--- src/rtl/machina_pkg.sv ---
// Shared types, fixed-point constants and saturation helper for the machina neuron datapath.
package machina_pkg;

    typedef logic [7:0]         activation_t;
    typedef logic signed [15:0] argument_t;
    typedef logic signed [15:0] delta_t;

    localparam int        FRAC_BITS = 8;
    localparam argument_t ARG_MAX   = 16'h7FFF;
    localparam argument_t ARG_MIN   = 16'h8000;

    // Clamp a 32-bit signed value into the signed Q8.8 range.
    function automatic argument_t sat16(input logic signed [31:0] value);
        if (value > 32'sd32767) begin
            return ARG_MAX;
        end
        if (value < -32'sd32768) begin
            return ARG_MIN;
        end
        return value[15:0];
    endfunction

endpackage

--- src/rtl/neuron_mac.sv ---
// Registered signed 16 x unsigned 8 multiply-accumulate; the product is also exposed
// combinationally so the weight update can reuse the same multiplier.
module neuron_mac
    import machina_pkg::*;
(
    input  logic               clock,
    input  logic               reset,
    input  logic               load,
    input  logic signed [31:0] load_value,
    input  logic               accumulate,
    input  argument_t          operand_a,
    input  activation_t        operand_b,
    output logic signed [23:0] product,
    output logic signed [31:0] acc
);

    assign product = 24'(operand_a * $signed({1'b0, operand_b}));

    // Accumulator register: load wins over accumulate, otherwise hold.
    always_ff @(posedge clock) begin
        if (reset) begin
            acc <= '0;
        end else if (load) begin
            acc <= load_value;
        end else if (accumulate) begin
            acc <= acc + 32'(product);
        end
    end

endmodule

--- src/rtl/neuron.sv ---
// Single neuron: serial weighted sum plus bias, streamed to the logistic stage,
// followed in train mode by a shift-scaled gradient update of weights and bias.
module neuron
    import machina_pkg::*;
#(
    parameter int N          = 4,
    parameter int RATE_SHIFT = 0
) (
    input  logic           clock,
    input  logic           reset,
    input  logic           train,
    input  logic           input_valid,
    input  logic [N*8-1:0] input_data,
    output logic           input_ready,
    output logic           argument_valid,
    output logic [15:0]    argument_data,
    input  logic           argument_ready,
    input  logic           delta_valid,
    input  logic [15:0]    delta_data,
    output logic           delta_ready
);

    localparam int IW = $clog2(N + 1);

    typedef enum logic [2:0] {IDLE, ACCUM, ARGUMENT, DELTA, UPDATE} state_t;

    state_t             state;
    state_t             state_next;
    argument_t          weight [N];
    argument_t          bias;
    activation_t        x_lat [N];
    logic               train_lat;
    delta_t             delta_lat;
    logic [IW-1:0]      index;

    argument_t          sel_weight;
    activation_t        sel_x;
    argument_t          mac_a;
    logic               mac_load;
    logic               mac_accumulate;
    logic signed [23:0] mac_product;
    logic signed [31:0] acc;
    argument_t          weight_next;
    argument_t          bias_next;

    // Pick the weight and activation addressed by the shared index.
    always_comb begin
        sel_weight = '0;
        sel_x      = '0;
        for (int i = 0; i < N; i++) begin
            if (index == IW'(i)) begin
                sel_weight = weight[i];
                sel_x      = x_lat[i];
            end
        end
    end

    assign mac_a          = (state == UPDATE) ? delta_lat : sel_weight;
    assign mac_load       = (state == IDLE) && input_valid;
    assign mac_accumulate = (state == ACCUM);

    neuron_mac u_mac (
        .clock      (clock),
        .reset      (reset),
        .load       (mac_load),
        .load_value ({{8{bias[15]}}, bias, 8'h00}),
        .accumulate (mac_accumulate),
        .operand_a  (mac_a),
        .operand_b  (sel_x),
        .product    (mac_product),
        .acc        (acc)
    );

    assign weight_next   = sat16(32'(sel_weight) + (32'(mac_product) >>> (FRAC_BITS + RATE_SHIFT)));
    assign bias_next     = sat16(32'(bias) + 32'(delta_lat >>> RATE_SHIFT));
    assign argument_data = sat16(acc >>> FRAC_BITS);

    // State register.
    always_ff @(posedge clock) begin
        if (reset) begin
            state <= IDLE;
        end else begin
            state <= state_next;
        end
    end

    // Next-state and handshake outputs; readies depend only on state, never on valids.
    always_comb begin
        state_next     = state;
        input_ready    = 1'b0;
        argument_valid = 1'b0;
        delta_ready    = 1'b0;
        case (state)
            IDLE: begin
                input_ready = !reset;
                if (input_valid) begin
                    state_next = ACCUM;
                end
            end
            ACCUM: begin
                if (index == IW'(N - 1)) begin
                    state_next = ARGUMENT;
                end
            end
            ARGUMENT: begin
                argument_valid = 1'b1;
                if (argument_ready) begin
                    state_next = train_lat ? DELTA : IDLE;
                end
            end
            DELTA: begin
                delta_ready = 1'b1;
                if (delta_valid) begin
                    state_next = UPDATE;
                end
            end
            UPDATE: begin
                if (index == IW'(N)) begin
                    state_next = IDLE;
                end
            end
            default: state_next = IDLE;
        endcase
    end

    // Datapath registers: input latch, index walk, weight and bias updates.
    always_ff @(posedge clock) begin
        if (reset) begin
            for (int i = 0; i < N; i++) begin
                weight[i] <= '0;
                x_lat[i]  <= '0;
            end
            bias      <= '0;
            train_lat <= 1'b0;
            delta_lat <= '0;
            index     <= '0;
        end else begin
            case (state)
                IDLE: begin
                    if (input_valid) begin
                        for (int i = 0; i < N; i++) begin
                            x_lat[i] <= input_data[8*i +: 8];
                        end
                        train_lat <= train;
                        index     <= '0;
                    end
                end
                ACCUM: begin
                    index <= index + 1'b1;
                end
                DELTA: begin
                    if (delta_valid) begin
                        delta_lat <= delta_data;
                        index     <= '0;
                    end
                end
                UPDATE: begin
                    if (index == IW'(N)) begin
                        bias <= bias_next;
                    end else begin
                        for (int i = 0; i < N; i++) begin
                            if (index == IW'(i)) begin
                                weight[i] <= weight_next;
                            end
                        end
                    end
                    index <= index + 1'b1;
                end
                default: ;
            endcase
        end
    end

endmodule

--- config.mk ---
export PLATFORM = sky130hd
export DESIGN_NAME = neuron
export DESIGN_NICKNAME = d
export VERILOG_FILES = /design/src/rtl/machina_pkg.sv /design/src/rtl/neuron_mac.sv /design/src/rtl/neuron.sv
export SDC_FILE = /design/constraint.sdc
export NUM_CORES = 1
export LEC_CHECK = 0
export CORE_MARGIN = 1
export CORE_UTILIZATION = 60
export DETAILED_ROUTE_END_ITERATION = 8
export PLACE_DENSITY = 0.81
export SYNTH_ARGS = -nofsm -noshare
export SYNTH_HDL_FRONTEND = slang
export SYNTH_HIERARCHICAL = 1
export SYNTH_SLANG_ARGS = --single-unit
export TNS_END_PERCENT = 100
--- constraint.sdc ---
create_clock -name clock -period 10.3 [get_ports clock]
set_input_delay 2.575 -clock clock [delete_from_list [all_inputs] [get_ports clock]]
set_output_delay 2.575 -clock clock [all_outputs]
set_load 0.1 [all_outputs]
==> run_results.csv <==
group,metric,value,unit
cts,cts_post_setup_buffers_inserted,0,
cts,tritoncts_num_sinks,167,
sta,timing.final.crit_period,9590,ps
logic_synthesis,syn-instance-count,1754,
cts,cts-root-to-sink-buffers,2,
logic_synthesis,synth_enable_flop_cells,96,
finish,post_route_cells_drive_above_1_share,0.0667,
critical_path,cp.required,10570,ps
critical_path,critPathTopFamily,"compound AO/OA/AOI/OAI gates",
sta,timing.final.setup_violations,0,
logic_synthesis,synth_flop_cell,"edfxtp_1",
drt,detailedRoute.firstIterationViolations,1207,
drt,detail_route.first_pass.iterations,8,
cts,tritoncts,"built",
logic_synthesis,synth_seq_cells,167,
global_routing,grt-ovfl-total,0,
floorplan,die_width,162,um
sta,grt_setup_unrepaired,"no",
sta,timing_worst_slew_pin_value,1210,ps
floorplan,ioPinCount,73,
logic_synthesis,post_synth_main_area_contributors,"edfxtp_1 19%, fa_1 13%, ha_1 9.6%",
sta,drv_slew,0,
cts,clkTransAtPathRegs,80,ps
global_routing,number_of_antenna_violations_at_the_first_check_in_global_routing,0,
cts,cts_hold_repair.buffers,0,
floorplan,die_area,26200,um^2
floorplan,initial_utilization,0.610,
critical_path,crit_fanout,24,
logic_synthesis,synthDominantCellAreaShare,0.188,
drt,wl,38.7,mm
cts,cts_htree_levels,4,
cts,clock_tree.root_cell,"clkbuf_16",
cts,cts_buf_count,17,
placed_design,place_congestion,0.956,
cts,postCtsResizedCells,0,
floorplan,fp.dieH,162,um
critical_path,setup.worst_path.end_class,"flop",
floorplan,std_cell_rows,58,
logic_synthesis,synth.cells.most_frequent,"190 x nand2_1, 187 x inv_1, 179 x nor2_1",
finish,area_growth_syn_to_layout,10.8,%
drt,drcViolationCount,0,
critical_path,critical-path-max-stage-delay,900,ps
drt,final_antenna_net_count,0,
drt,detail_route.wl_per_cell,18.1,um
global_routing,via_count_of_the_first_global_routing_pass,12800,
logic_synthesis,synth_most_common_cell,"nand2_1",
sta,fin_skew,20.7,ps
sta,maxClockFrequency,0.104,GHz
min_path,worstHoldPathType,"flop to flop",
critical_path,critical_path.slowest_cell,"a21oi_2",
logic_synthesis,synth-async-reset-ratio,0,
global_routing,global_route.usage.total,0.308,
logic_synthesis,yosysTopAreaCell,"edfxtp_1",
critical_path,crit_buf_inv,4,
critical_path,critPathMostFrequentCell,"a21oi_1",
global_routing,wire_length_of_the_first_global_routing_pass,63.7,mm
global_routing,maximum_number_of_pins_on_one_net_before_global_route_repair,52,
critical_path,arrival_time_at_the_worst_endpoint,9860,ps
drt,via_density,6.00,
finish,layout.nets,2076,
logic_synthesis,netlist_area,15300,um^2
job,drv.max_cap_violation_count,0,
sta,max-slew-margin-rel,0.193,
sta,hold_violations,0,
sta,setup_total_negative_slack,0,ps
placed_design,place.detailed.hpwl,29.4,mm
critical_path,critical_path_class,"flop to flop",
cts,insertion_delay_to_the_later_sink_of_the_worst_skew_pair,440,ps
critical_path,startpoint_type,"flop",
finish,num_antenna_cells,0,
drt,routed-via-count,12900,
logic_synthesis,avgSynthCellArea,8.73,um^2
sta,final_min_period_over_clock_period,0.931,
placed_design,place.port_buffers,72,
outcome,status,"finished clean",
logic_synthesis,yosys.cell_types.count,73,
logic_synthesis,synthesis.yosys.warnings,6,
logic_synthesis,synth_seq_area_share,0.281,
floorplan,placeableCoreArea,25100,um^2
-- state kept, by name, indices dropped and copies added (netlist names) --
register   count
u_mac/acc     32
bias          16
state          3
train_lat      1
delta_lat     16
weight        64
index          3
x_lat         32
-- cell usage in the layout, fill, tap and decap left out, types with 6 or more instances in the layout --
master	netlist	layout
a21o_1	33	33
o21a_1	27	27
a21oi_2	13	13
xor2_1	9	9
o21ai_1	13	14
a22oi_1	28	28
nor2_1	179	178
a21oi_1	155	155
xnor2_1	61	61
nor3_1	13	13
buf_4	1	23
nor2b_1	13	11
conb_1	1	8
o21bai_1	9	9
o21ai_0	58	56
a221oi_1	9	9
o221a_2	10	10
clkdlybuf4s50_1	0	71
and3_1	10	10
fa_1	103	103
or3_1	8	8
mux2i_1	12	12
dfxtp_1	71	71
edfxtp_1	96	96
and2_1	92	92
nand4_1	12	12
clkbuf_16	0	17
nand2_1	190	190
inv_1	187	187
mux2_2	16	16
nand2b_1	7	7
nand3_1	13	13
ha_1	117	116
a31oi_1	7	7
a211o_1	6	6
a211oi_1	24	24
o211ai_1	9	9
-- stage by stage --
step | setup WS [ps] | hold WS (ps) | std cells | cell area [um^2] | utilization
after CTS | 850 | 510 | 2145 | 17000 | 0.675
after global placement | 1240 | 491 | 2113 | 16400 | 0.652
final | 713 | 506 | 2145 | 17000 | 0.675
after detailed placement | 961 | 500 | 2113 | 16400 | 0.652
after global routing | 61.4 | 526 | 2145 | 17000 | 0.675
after floorplan | 1410 | 451 | 1761 | 15300 | -
-- final timing paths --
| check | slack (ps) | end | depth (start not counted) | from |
|---|---|---|---|---|
| worst min register to register | 510 | delta_lat[7] | 2 | delta_lat[7] |
| worst max-delay path | 710 | weight[1][9] | 36 | index[0] |
| worst min-delay path | 510 | delta_lat[7] | 2 | delta_lat[7] |
| worst max register to register | 710 | weight[1][9] | 36 | index[0] |
-- cell families after synthesis --
| logic type | synth area share |
|---|---|
| adder cells (fa/ha/maj) | 0.231 |
| flip-flops | 0.281 |
| AO/OA/AOI/OAI | 0.193 |
| multiplexers | 0.0196 |
| AND/OR/NAND/NOR | 0.169 |
| buffers and inverters | 0.0654 |
| other | 0.000245 |
| XOR/XNOR | 0.0411 |
-- per-layer routing --
| metal | vias up | global-route usage | share of wire |
|---|---|---|---|
| met1 | 6161 | 0.410 | 0.42 |
| met4 | 0 | 0.118 | 0.034 |
| met5 | - | 0 | 0 |
| met3 | 84 | 0.0317 | 0.064 |
| met2 | 525 | 0.519 | 0.48 |
| li1 | 6096 | - | - |
-- layout make-up --
class | count | area (um^2)
clock buffer | 18 | 429
clock inverter | 14 | 160
fill | 2004 | 8150
inverter | 189 | 709
multi-input combinational | 1332 | 10100
sequential | 167 | 4300
tap | 330 | 413
timing repair buffer | 95 | 888
-- tightest hold or removal path, stage by stage (launching register included) --
cell and delay (ps):
dfxtp_1 340, nand2_1 60, a21oi_1 60
Power is left out: the tool's default activity adds up to more than one toggle a clock period on the data nets, which glitch-free logic cannot reach.
==> edit: new RTL, config.mk and constraints unchanged <==
The parameter `N` goes from 4 to 8.
--- a/src/rtl/neuron.sv
+++ b/src/rtl/neuron.sv
@@ -3,7 +3,7 @@
 module neuron
     import machina_pkg::*;
 #(
-    parameter int N          = 4,
+    parameter int N          = 8,
     parameter int RATE_SHIFT = 0
 ) (
     input  logic           clock,
Interface: changed (resized input_data); port bits go from 73 to 105. The function was not compared with the original's and may differ.
==> edit against the original RTL <==
Sequential cell count increased by 97; routed wire length increased by 29%; design area increased by 33%; maximum frequency decreased by 1.5%; worst setup slack got worse by 0.15 ns; area after synthesis increased by 32%; critical path type unchanged.
Power is left out: the tool's default activity adds up to more than one toggle a clock period on the data nets, which glitch-free logic cannot reach.
==> edit: results (changes against the original RTL) <==
| Metric | Value |
|---|---|
| Status | `finished clean` |
| Hpwl dp | `37.3 mm (+27%)` |
| Post-synthesis area per instance | `9.36 um2 (+7.3%)` |
| Max clock buf depth | `3 (+1)` |
| Met1 Use GR | `0.377 (-0.0339)` |
| DRT iter0 DRCs | `1225 (+1.5%)` |
| Compound-Gate Fraction of Synth Area | `0.183 (-0.00949)` |
| Cells after DPL | `2623 (+24%)` |
| Multiplexer share of the synthesized area | `0.0160 (-0.00363)` |
| Wire length on met2 | `24.6 mm (+32%)` |
| Commonest cells post-synth | `nand2_1, a21oi_1, inv_1, edfxtp_1, nor2_1` |
| Register area | `7210 um2 (+67%)` |
| Largest net degree at the start of global routing | `92 (+77%)` |
| DR pass1 iterations | `6 (-2)` |
| Clk_lat worst skew | `0.58 ns (+0.14 ns)` |
| # nets final | `2517 (+21%)` |
| CP max stage delay | `0.51 ns (-0.39 ns)` |
| CTS buffer count | `29 (+12)` |
| Drt wl/cell | `18.7 um (+3.7%)` |
| WL met3 | `3.36 mm (+35%)` |
| Post-Synth XOR/XNOR Area | `0.0308 (-0.0103)` |
| Buffering overhead | `0.0593 (+0.00687)` |
| Signal inverters | `198 (+4.8%)` |
| Largest cells by area after synthesis | `edfxtp_1, fa_1, dfxtp_1` |
| GR met2 Demand/Resource | `0.508 (-0.0114)` |
| Signal buffers | `138 (+45%)` |
| Adder-cell share of the synthesized area | `0.180 (-0.0512)` |
| Biggest regs | `weight: 128 flops, x_lat: 64 flops, u_mac/acc: 32 flops` |
| Final setup skew | `0.0124 ns (-0.00829 ns)` |
| Level count of the clock H-tree | `1 (-3)` |
| Gr usage total | `0.291 (-0.0170)` |
| #MultiIn Comb | `1582 (+19%)` |
| Yosys cell types | `85 (+16%)` |
| Met1 WL | `20.8 mm (+28%)` |
| FF+latch count | `264 (+58%)` |
| Final GP Congestion | `0.930 (-2.7%)` |
| Worst-path clk slew | `0.06 ns (-0.02 ns)` |
| Worst slew margin | `0.159 (-0.0345)` |
## edit: cell count changes in the layout (fill, tap and decap cells not counted), moves of 20 or more
cell,unedited run,this run
nand2_1,190,224
nor2b_1,11,46
clkdlybuf4s50_1,71,103
edfxtp_1,96,192
a21oi_1,155,201
o21ai_0,56,76
nor2_1,178,127
a22oi_1,28,0
o31ai_1,5,50
nor3_1,13,55
## edit: worst paths after layout
| path | startpoint | end | cells past startpoint |
|---|---|---|---|
| setup reg to reg | index[1]$_SDFFE_PP0P_ | u_mac/acc[31]$_SDFFE_PP0P_ | 42 |
| setup / recovery | index[1]$_SDFFE_PP0P_ | u_mac/acc[31]$_SDFFE_PP0P_ | 42 |
| hold reg to reg | delta_lat[4]$_SDFFE_PP0P_ | delta_lat[4]$_SDFFE_PP0P_ | 2 |
| hold / removal | delta_lat[4]$_SDFFE_PP0P_ | delta_lat[4]$_SDFFE_PP0P_ | 2 |
## edit: what timing repair did
item                       in CTS  in global routing
gates resized for setup         0                  4
hold buffers                    0                  0
setup endpoints to repair       0                 78
